==> src/rtl/mem_port_arbiter.sv <==
// mem_port_arbiter: shares one variable-latency memory port between fetch (IF) and data (DM) requesters.
// Optional round-robin tie-break when MEM_ARB_RR_EN is defined; otherwise DM always wins a tie.
module mem_port_arbiter #(
    parameter int unsigned TIMEOUT_CYCLES = 255
) (
    input  logic        clk_i,
    input  logic        rst_n_i,
    input  logic        if_req_i,
    input  logic [31:0] if_addr_i,
    output logic [31:0] if_rdata_o,
    output logic        if_ready_o,
    input  logic        dm_req_i,
    input  logic        dm_we_i,
    input  logic [31:0] dm_addr_i,
    input  logic [31:0] dm_wdata_i,
    output logic [31:0] dm_rdata_o,
    output logic        dm_ready_o,
    output logic        mem_req_o,
    output logic        mem_we_o,
    output logic [31:0] mem_addr_o,
    output logic [31:0] mem_wdata_o,
    input  logic [31:0] mem_rdata_i,
    input  logic        mem_ack_i,
    output logic        bus_err_o
);
    typedef enum logic [1:0] {IDLE, BUSY, DONE} state_e;
    state_e      state_q;
    logic        owner_q;
    logic        last_grant_q;
    logic [7:0]  cnt_q;
    logic        tie_dm;
    logic        grant_dm;
    logic        expired;
    logic [31:0] resp_data;
`ifdef MEM_ARB_RR_EN
    assign tie_dm = ~last_grant_q;
`else
    logic unused_last_grant;
    assign unused_last_grant = last_grant_q;
    assign tie_dm = 1'b1;
`endif
    assign grant_dm  = dm_req_i & (~if_req_i | tie_dm);
    assign expired   = cnt_q >= 8'(TIMEOUT_CYCLES - 1);
    assign resp_data = mem_ack_i ? mem_rdata_i : '0;
    // Grant in IDLE, hold the memory request in BUSY until ack or timeout, pulse ready in DONE.
    always_ff @(posedge clk_i or negedge rst_n_i) begin
        if (!rst_n_i) begin
            state_q      <= IDLE;
            owner_q      <= 1'b0;
            last_grant_q <= 1'b0;
            cnt_q        <= '0;
            mem_req_o    <= 1'b0;
            mem_we_o     <= 1'b0;
            mem_addr_o   <= '0;
            mem_wdata_o  <= '0;
            if_rdata_o   <= '0;
            dm_rdata_o   <= '0;
            if_ready_o   <= 1'b0;
            dm_ready_o   <= 1'b0;
            bus_err_o    <= 1'b0;
        end else begin
            case (state_q)
                IDLE: if (if_req_i | dm_req_i) begin
                    owner_q     <= grant_dm;
                    mem_req_o   <= 1'b1;
                    mem_we_o    <= grant_dm & dm_we_i;
                    mem_addr_o  <= grant_dm ? dm_addr_i : if_addr_i;
                    mem_wdata_o <= grant_dm ? dm_wdata_i : '0;
                    cnt_q       <= '0;
                    state_q     <= BUSY;
                end
                BUSY: if (mem_ack_i | expired) begin
                    mem_req_o  <= 1'b0;
                    if (owner_q) dm_rdata_o <= resp_data;
                    else if_rdata_o <= resp_data;
                    dm_ready_o <= owner_q;
                    if_ready_o <= ~owner_q;
                    bus_err_o  <= ~mem_ack_i;
                    state_q    <= DONE;
                end else begin
                    cnt_q <= (cnt_q == 8'hFF) ? cnt_q : cnt_q + 8'd1;
                end
                default: begin
                    if_ready_o   <= 1'b0;
                    dm_ready_o   <= 1'b0;
                    bus_err_o    <= 1'b0;
                    last_grant_q <= owner_q;
                    state_q      <= IDLE;
                end
            endcase
        end
    end
endmodule

==> config.mk <==
export PLATFORM = sky130hd
export DESIGN_NAME = mem_port_arbiter
export DESIGN_NICKNAME = d
export VERILOG_FILES = /design/src/rtl/mem_port_arbiter.sv
export SDC_FILE = /design/constraint.sdc
export NUM_CORES = 1
export LEC_CHECK = 0
export BUFFER_PORTS_ARGS = -buffer_cell sky130_fd_sc_hd__buf_2
export CORE_AREA = 3 3 153 96
export DETAILED_ROUTE_END_ITERATION = 12
export DIE_AREA = 0 0 156 99
export HOLD_SLACK_MARGIN = 0.03
export PLACE_DENSITY = 0.89
export SLEW_MARGIN = 20
export SYNTH_ARGS = -nofsm -noshare
export SYNTH_HDL_FRONTEND = slang
export SYNTH_SLANG_ARGS = --single-unit
==> constraint.sdc <==
create_clock -name clk_i -period 2 [get_ports clk_i]
set_clock_uncertainty 0.05 [all_clocks]
set_input_delay 0.2 -clock clk_i [delete_from_list [all_inputs] [get_ports clk_i]]
set_output_delay 0.2 -clock clk_i [all_outputs]
set_load 0.02 [all_outputs]
Word level (Yosys, flattened, before mapping). Cells that the tools add are included.

Add/sub/neg operators: 1. Magnitude comparators: 1. Equal/unequal tests: 6. Multiplexer cells: 19. Bitwise logic cells: 6. Reductions and logical operators: 9.

Operator list (count): two-way mux 32 bit (3); two-way mux 8 bit (3); case mux 8 bit (2 select lines) (1); AND reduction 3 bit (3); adder 8 x 1 -> 8 bit, second input constant (1); equality test 8 bit, second input constant (1); >= comparator 8 bit, second input constant (1); inequality test 2 bit, second input constant (4); case mux 1 bit (2 select lines) (4); AND reduction 2 bit (3); two-way mux 1 bit (5); two-way mux 2 bit (2); case mux 2 bit (2 select lines) (1); AND reduction 4 bit (1); inverter 1 bit (3); equality test 2 x 1 -> 1 bit, second input constant (1); zero test 2 bit (1); OR 1 bit (2); nonzero test 2 bit (1); bitwise AND 1 bit (1).

Register bits: 144. Input port bits: 134. Output and inout bits: 133.

Logic depth before layout (Yosys ltp).
Word-level depth: 4. Gate-level depth with buffers: 7. Gate-level depth less buffers: 5.

Worst setup path before layout. Ideal clock, no wire load.

Kind: register to register. Start: register state_q[1]. End: register cnt_q[3]. Library setup time: 79 ps. Data arrival time: 1417 ps. Required time: 1871 ps. Slack: 454 ps. Stages on the path, launching flop included: 5. Clock period less this slack: 1546 ps. Path through: dfrtp_1 > buf_6 > or3b_4 > a2111oi_4 > mux2i_1.

Cells in the longest elaborated chain, start to end: 3.

Ends and longest elaborated chain: start: declaration (RTL line 27) `state_e state_q;`; start signal: assignment (RTL line 48) `state_q <= IDLE;`; start signal: assignment (RTL line 70) `state_q <= BUSY;`; start signal: assignment (RTL line 79) `state_q <= DONE;`; equality test 2 x 1 -> 1 bit / zero test 2 bit (equally long branches) (RTL line 62) `case (state_q)`; inequality test 2 bit (no source line) / nonzero test 2 bit (equally long branches); AND reduction 4 bit (no source line); end signal: assignment (RTL line 81) `cnt_q <= (cnt_q == 8'hFF) ? cnt_q : cnt_q + 8'd1;`; end: declaration (RTL line 30) `logic [7:0] cnt_q;`.

Several ways; a longest one is shown, not always the timed one. A chain may end at the register's enable or synchronous reset.

Final worst setup path.
Start: register state_q[0]. End: register if_rdata_o[2].

Cells in the longest elaborated chain, start to end: 2.

Ends and longest elaborated chain: equality test 2 x 1 -> 1 bit (RTL line 62); AND reduction 3 bit (no source line); end signal: assignment (RTL line 75) `else if_rdata_o <= resp_data;`; end: declaration (RTL line 10) `output logic [31:0] if_rdata_o,`.

Every way passes these cells.

==> results.md <==
* Clock root buffer master: sky130_fd_sc_hd__clkbuf_16
* Core area at 0.0134 mm²
* Quantity of gates resized following cts at 0
* Number of I/O port buffers at 266
* Critical path required time at 2.22 ns
* Reg clk slew, reported paths at 0.06 ns
* Min Tclk post-route at 1.79 ns
* Summed instance area of the synthesized netlist at 0.00635 mm²
* Count of clock tree sinks at 144
* Register area share after synthesis at 0.567
* Area taken by flip-flops and latches at 0.00360 mm²
* Global-route total usage across every layer at 0.253
* Final Cycle Share at 0.893
* Status: finished clean
* Final routed DRC violation total at 0
* Commonest cells after routing, fill and taps aside: sky130_fd_sc_hd__buf_2, sky130_fd_sc_hd__dfrtp_1, sky130_fd_sc_hd__o21ai_0
* Count of hold buffers inserted by post-cts repair at 76
* Type of origin of the critical path: flop
* Power density over the cells at 1580 mW/mm²
* Multi-input gate area in the final layout at 0.00229 mm²
* Total negative setup slack at 0 ns
* Boundary pin count at 267
* Nature of the critical path endpoint: flop
* Iteration-0 DRC count of the detailed router at 325
* Maximum Capacitance Violations at 0
* Average instance area after synthesis at 10.8 µm²
* Number of buffers added by the clock tree synthesis step at 17
* Total gr overflow at 0
* Final layout net count at 1049
* Count of pins over their slew limit at 0
* Clock tree from TritonCTS: built
* Diode count at 0
* Number of global-route vias before repair at 6062
* Synth unique cells at 46
* RD Place Congestion at 0.820
* Number of rows in the core area at 33
* Worst-case vdd ir drop at 0.860 mV
* Pre-antenna DRT Iters at 5
* Source-to-sink clock delay at the later pin of the worst-skew pair at 0.40 ns
* Leading cell type in the layout, fill and taps excluded: sky130_fd_sc_hd__buf_2
* Worst hold path class: in2reg
* Total wire length at 19600 µm
* Arr. time, crit path at 2.01 ns
* Post-detailed-route wirelength per cell at 17.8 µm
* Overall die width at 156 µm
* Number of standard cells after synthesis at 588
* Critical Setup Path Class: reg2reg
* Highest net fanout along the worst path at 33
* Number of buffers on the longest clock path at 2
* Synthesis-stage register bit count at 144
* Via count normalized by instance count at 5.48
* Net Sw Frac at 0.430
* Global-route wire length before repair at 31400 µm
* Synth Flop Type: sky130_fd_sc_hd__dfrtp_1
* Share of synthesized flip-flops with an asynchronous set or reset at 1.00
* Relative contribution of sequential cells to total power at 0.354
* Max Clk Rate at 0.560 GHz
* Worst Max-Slew Pin Slew at 0.642 ns
* Internal Power at 8.28 mW
* PnR Total Power at 14.5 mW
* Number of flops mapped to enable cells by yosys at 0
* Htree depth at 4
* Count of yosys warnings during synthesis at 0
* Number of fill cells in the layout at 942
* Antenna violations before repair at 0
* Total half-perimeter wirelength after legalization and detailed placement at 12300 µm
* RSZ-0062 raised after global routing: false
* Switching power at 6.23 mW
* Total setup violations reported at the end of the flow at 0
* Pin count of the biggest net entering global routing at 65
* Die area at 0.0154 mm²
* Synthesized netlist net count at 724
* Ratio of cells with drive above 1 in the final layout at 0.352
* Post-detailed-route count of antenna-violating nets at 0
* Overall die height at 99 µm
* Post-CTS repair timing setup buffer count at 0
* Clock network fraction of design power at 0.210
* Combinational share of power at 0.436
* Total count of hold-check failures in the final report at 0
* Relative max-transition margin at 0.572
* Lkg Pwr at 4.72 nW
* Vias after detailed routing at 6035
* Initial core utilization at 0.473
* Area Growth Syn to Fin at 44.8%
-- final timing paths --
path | end | startpoint | slack (ns) | cells after the start
setup / recovery | if_rdata_o[2] | state_q[0] | 0.21 | 4
hold / removal | mem_addr_o[31] | dm_addr_i[31] | 0.04 | 3
setup reg to reg | if_rdata_o[2] | state_q[0] | 0.21 | 4
hold reg to reg | mem_addr_o[28] | mem_addr_o[28] | 0.45 | 2
max in group asynchronous | cnt_q[3] | rst_n_i | 1.08 | 3
min in group asynchronous | dm_rdata_o[4] | rst_n_i | 0.23 | 2
-- worst max-delay path, stage by stage, from the launching register on --
cell,delay [ns]
sky130_fd_sc_hd__dfrtp_1,0.58
sky130_fd_sc_hd__or3b_1,0.38
sky130_fd_sc_hd__buf_4,0.27
sky130_fd_sc_hd__a22oi_1,0.25
sky130_fd_sc_hd__o21ai_0,0.13
-- synthesized netlist by cell type (all sizes together), types with 3 or more instances --
cell type	n	share of area
clkbuf	29	0.018
a22oi	64	0.076
nand2	5	0.0030
a22o	33	0.045
nor2	3	0.0018
inv	70	0.041
nor3	5	0.0039
mux2i	37	0.058
dfrtp	144	0.57
o21ai	137	0.11
o211ai	4	0.0055
buf	21	0.018
-- registers in the layout (all words and copies together), names as in the netlist --
signal,cells
bus_err_o,1
state_q,2
mem_we_o,1
cnt_q,8
mem_addr_o,32
dm_rdata_o,32
if_rdata_o,32
mem_req_o,1
if_ready_o,1
dm_ready_o,1
mem_wdata_o,32
owner_q,1
-- through the flow --
step	instances	util	hold WS, ns	instance area, µm²	setup slack [ns]
5_1_grt	1101	0.686	0.0396	9200	0.0719
6_report	1101	0.686	0.0436	9200	0.214
3_5_place_dp	993	0.586	0.0975	7860	0.235
4_1_cts	1101	0.685	0.0301	9200	0.258
2_1_floorplan	588	-	-0.146	6350	0.454
3_3_place_gp	993	0.586	0.101	7860	0.279
-- routing by layer --
| layer | global-route usage | vias up | wire length, µm |
|---|---|---|---|
| li1 | - | 2773 | - |
| met1 | 0.320 | 2918 | 8030 |
| met2 | 0.427 | 310 | 9650 |
| met3 | 0.0680 | 34 | 1500 |
| met4 | 0.0780 | 0 | 394 |
| met5 | 0 | - | 0 |
-- power groups by stage --
stage                     registers (mW)  logic [mW]  clock network [mW]
after floorplan                     6.49        2.49                   0
after global placement              5.06        5.97                   0
after detailed placement            5.10        6.15                   0
after CTS                           5.08        6.26                3.12
after global routing                5.28        6.84                3.24
final                               5.14        6.33                3.05
-- cell families after synthesis --
family / Yosys count / synth area share
compound gates: 253 / 0.257
fa+ha+maj: 2 / 0.00394
buf+inv: 120 / 0.0770
flops: 144 / 0.567
mux: 37 / 0.0583
simple gates: 32 / 0.0362
-- layout make-up --
type                            count  share of cell area
Multi-Input combinational cell    324               0.248
Inverter                           70              0.0286
Clock inverter                     14              0.0148
Timing Repair Buffer              356               0.245
Sequential cell                   144               0.392
Tap cell                          175              0.0238
Clock buffer                       18              0.0477
(Power assumes the default switching activity.)
